<file path="src/rtl/flag_stack_register.sv">
// Masked status-flag register with a DEPTH-entry LIFO save stack and an optional sticky copy (FLAG_STICKY_EN).
// Latency: every output is registered, so an effect is visible one cycle after the sampling edge.
// Backpressure: none. A push when full or a pop when empty is dropped and reported by a one-cycle stack_err pulse.
module flag_stack_register #(
    parameter  int FLAG_W = 4,
    parameter  int DEPTH  = 4,
    localparam int CNT_W  = $clog2(DEPTH + 1)
) (
    input  logic              clk,
    input  logic              rst_n,
    input  logic              execute,
    input  logic [FLAG_W-1:0] flags_in,
    input  logic [FLAG_W-1:0] wr_mask,
    input  logic              push,
    input  logic              pop,
    input  logic              sticky_clr,
    output logic [FLAG_W-1:0] out,
    output logic [FLAG_W-1:0] sticky,
    output logic [CNT_W-1:0]  depth_cnt,
    output logic              full,
    output logic              empty,
    output logic              stack_err
);

    logic [FLAG_W-1:0] stack_q [DEPTH];
    logic [FLAG_W-1:0] top;
    logic              do_push;
    logic              do_pop;
    logic              err_req;

    assign full  = (depth_cnt == CNT_W'(DEPTH));
    assign empty = (depth_cnt == '0);

    // A simultaneous push and pop cancel: the stack is left untouched and no error is raised.
    assign do_push = push & ~pop & ~full;
    assign do_pop  = pop & ~push & ~empty;
    assign err_req = (push & ~pop & full) | (pop & ~push & empty);

    always_comb begin
        top = '0;
        for (int i = 0; i < DEPTH; i++) begin
            if (depth_cnt == CNT_W'(i + 1)) top = stack_q[i];
        end
    end

    // Stack contents need no reset; depth_cnt alone decides which entries are valid.
    always_ff @(posedge clk) begin
        for (int i = 0; i < DEPTH; i++) begin
            if (do_push && depth_cnt == CNT_W'(i)) stack_q[i] <= out;
        end
    end

    always_ff @(posedge clk or negedge rst_n) begin
        if (!rst_n) begin
            out       <= '0;
            depth_cnt <= '0;
            stack_err <= 1'b0;
        end else begin
            stack_err <= err_req;
            if (do_pop)
                out <= top;
            else if (execute)
                out <= (out & ~wr_mask) | (flags_in & wr_mask);
            if (do_push)
                depth_cnt <= depth_cnt + CNT_W'(1);
            else if (do_pop)
                depth_cnt <= depth_cnt - CNT_W'(1);
        end
    end

`ifdef FLAG_STICKY_EN
    always_ff @(posedge clk or negedge rst_n) begin
        if (!rst_n)
            sticky <= '0;
        else if (execute)
            sticky <= (sticky_clr ? '0 : sticky) | (flags_in & wr_mask);
        else if (sticky_clr)
            sticky <= '0;
    end
`else
    logic unused_sticky_clr;
    assign unused_sticky_clr = sticky_clr;
    assign sticky            = '0;
`endif

endmodule

</file>
<file path="config.mk">
export PLATFORM = sky130hd
export DESIGN_NAME = flag_stack_register
export DESIGN_NICKNAME = d
export VERILOG_FILES = /design/src/rtl/flag_stack_register.sv
export SDC_FILE = /design/constraint.sdc
export NUM_CORES = 1
export LEC_CHECK = 0
export CAP_MARGIN = 20
export CORE_MARGIN = 2
export CORE_UTILIZATION = 45
export CTS_CLUSTER_SIZE = 8
export DETAILED_ROUTE_END_ITERATION = 16
export PLACE_DENSITY_LB_ADDON = 0.15
export SKIP_CTS_REPAIR_TIMING = 1
export SYNTH_ARGS = -nofsm -noshare
export SYNTH_HDL_FRONTEND = slang
export SYNTH_SLANG_ARGS = --single-unit
</file>
<file path="constraint.sdc">
create_clock -name clk -period 5.2 [get_ports clk]
set_input_delay 1.04 -clock clk [delete_from_list [all_inputs] [get_ports clk]]
set_output_delay 1.04 -clock clk [all_outputs]
set_load 0.02 [all_outputs]
</file>
==> metrics.cfg <==
[outcome]
status = finished clean

[routing]
dr.pass1.iters = 4
ant_nets = 0
finalWirelength_mm = 2.56
vias = 850
drt-vias-per-instance = 5.63
drcViolationCount = 0
first_iter_violations = 21
routedWlPerCell_um = 16.9

[layout]
fin_nets = 141
final-seq-area_um2 = 681
num_antenna_cells = 0
fillers = 258
drive_above_1_share_pct = 5.83
final_core_utilization_pct = 55.4
multi_input_area_um2 = 518
area_growth_pct = 18.7

[power]
powerDensity_nw_per_um2 = 531
vdd_drop_max_mv = 0.313
p_leak_nw = 0.566

[synth]
synthesis.area_um2 = 1270
ys_types = 34
yosysTopAreaCell = edfxtp_1
synth-seq-area-share_pct = 53.8
synth.area.top_cells = edfxtp_1 38%, dfrtp_1 16%, ha_1 5.9%
syn_inst = 100
yosysWarnings = 0
synth_seq_cells = 24
syn_area_per_cell_um2 = 12.7
synth_top_area_share_pct = 37.9

[global_routing]
top_usage_layer = met1
grt_max_degree = 22
grt.met3_usage_pct = 2.72
grt_pass1_vias = 857
grt-ovfl-total = 0
grt_pass1_wl_mm = 4.24
met2_usage_pct = 25.5
grt_antenna_before_repair = 0
use_met1_pct = 26.0
track_usage_pct = 17.1

[placed_design]
routabilityCongestion = 0.717
portBuffers = 22
hpwl_mm = 1.88

[clock_network]
cts_tree = built
cts.clk_slew.worst_paths_ps = 130
clk_path_buf_depth = 2
clk_latency_ps = 310
h-tree-depth = 1
root_buffer = clkbuf_4
clock-sinks = 24
numCtsBuffers = 3

[sta]
slew_headroom_pct = 47.6
hold_viol = 0
rsz0062_at_grt = no
final.min_clock_period_ps = 3420
min_period_over_period_pct = 65.8
max_freq_ghz = 0.292
tightest_slew_ps = 785
fin_worst_skew_ps = 5.77
setup-violations-final = 0
fin_setup_tns_ps = 0
final_max_slew_viol_count = 0

[floorplanning]
die_area_um2 = 3250
die_w_um = 57.0
ioPinCount = 28
coreArea_um2 = 2710
start_util_pct = 46.7
dieHeight_um = 57.0
fp-row-count = 19

[setup_path]
cp.required_ps = 4160
cpLargestDelayFamily = buffers and inverters
crit_path_end_kind = primary output
slowest_stage = clkdlybuf4s50_1
path_class = flop to primary output
crit_path_max_fanout = 10
crit_path_start_kind = flop
max_stage_delay_ps = 630
cp_cell_sequence = inv_1 -> ha_1 -> inv_2 -> nor2_1 -> clkdlybuf4s50_1
path_buf_inv = 3
crit_arrival_ps = 2380

[hold_path]
hold_class = flop to flop

[job]
max_cap_violations = 0

-- layout make-up --
type | instances | share of cell area, %
Tap cell | 31 | 2.58
Inverter | 5 | 1.25
Timing Repair Buffer | 22 | 14.7
Clock inverter | 1 | 0.250
Clock buffer | 3 | 1.50
Sequential cell | 24 | 45.3
Multi-Input combinational cell | 65 | 34.5
-- cells in the mapped netlist --
| library cell | count |
|---|---|
| a211oi_1 | 1 |
| a21oi_1 | 4 |
| a221o_1 | 1 |
| a221oi_1 | 4 |
| a22o_1 | 4 |
| a22oi_1 | 2 |
| a311o_1 | 2 |
| buf_2 | 3 |
| buf_4 | 4 |
| buf_6 | 1 |
| clkbuf_1 | 1 |
| conb_1 | 1 |
| dfrtp_1 | 8 |
| edfxtp_1 | 16 |
| ha_1 | 6 |
| inv_1 | 4 |
| inv_2 | 1 |
| mux2_2 | 1 |
| mux2i_1 | 4 |
| nand2_1 | 5 |
| nand2b_1 | 3 |
| nand3b_1 | 1 |
| nor2_1 | 4 |
| nor2b_1 | 1 |
| nor3_1 | 1 |
| nor3b_1 | 4 |
| nor3b_4 | 1 |
| nor4b_4 | 1 |
| o21ai_0 | 2 |
| o311ai_0 | 2 |
| o32ai_1 | 4 |
| or4b_1 | 1 |
| xnor2_1 | 1 |
| xor2_1 | 1 |
-- placed cells by master (no fill, tap or decap), drive strengths merged, types with 2 or more instances in the layout --
master,n
inv,5
nand2b,3
o32ai,4
a221oi,4
clkdlybuf4s50,22
o21ai,2
a22o,4
edfxtp,16
a311o,2
a21oi,4
mux2i,4
dfrtp,8
a22oi,2
nand2,5
nor3b,5
ha,6
conb,4
clkbuf,3
o311ai,2
nor2,4
-- worst register-to-register path, stage by stage (launching register included) --
cell and delay, ps:
dfrtp_1 870, inv_1 250, ha_1 400, nor4b_4 360
a221oi_1 180, o32ai_1 300
-- final timing paths --
| kind | startpoint | endpoint | cells past startpoint | slack (ps) |
|---|---|---|---|---|
| max | depth_cnt[1] | full | 5 | 1780 |
| min in group asynchronous | rst_n | async pin | 1 | 1020 |
| max reg2reg | depth_cnt[2] | flop | 5 | 2740 |
| min reg2reg | flop | stack_q[1][2] | 0 | 590 |
| min | flop | stack_q[1][2] | 0 | 590 |
| max in group asynchronous | rst_n | depth_cnt[2] | 1 | 3870 |
-- logic make-up (layout without fill, tap and decap cells) --
| kind of cell | Yosys count | count (layout) | synth area share (%) |
|---|---|---|---|
| AOI/OAI and AO/OA | 26 | 26 | 16.2 |
| xor gates and xnor gates | 2 | 2 | 1.38 |
| adders and majority gates | 6 | 6 | 5.93 |
| buffers and inverters | 14 | 31 | 6.22 |
| DFF | 24 | 24 | 53.8 |
| muxes | 5 | 5 | 4.05 |
| other | 1 | 4 | 0.296 |
| and+or+nand+nor | 22 | 22 | 12.2 |
-- layer usage --
layer,wire length (µm),up-vias,share of wire [%]
li1,-,419,-
met1,1320,409,52
met2,1120,18,44
met3,85,4,3.3
met4,25,0,0.98
met5,0,-,0
-- per-stage QoR --
stage | total power [mW] | setup slack (ps) | hold slack [ps] | cells | instance area (µm²)
6_report | 0.798 | 1780 | 587 | 151 | 1500
5_1_grt | 0.853 | 1630 | 631 | 151 | 1500
4_1_cts | 0.802 | 1790 | 596 | 151 | 1500
3_5_place_dp | 0.721 | 2160 | 565 | 147 | 1480
3_3_place_gp | 0.709 | 2170 | 549 | 147 | 1480
2_1_floorplan | 0.577 | 2820 | 592 | 103 | 1280
-- where the power goes --
part,switching (mW),leakage (nW),total (mW),internal (mW)
clock,0.0541,0.0154,0.0822,0.0280
sequential,0.0669,0.246,0.330,0.263
combinational,0.207,0.305,0.386,0.178
total,0.328,0.566,0.798,0.469
Power figures use the tool's default switching activity.
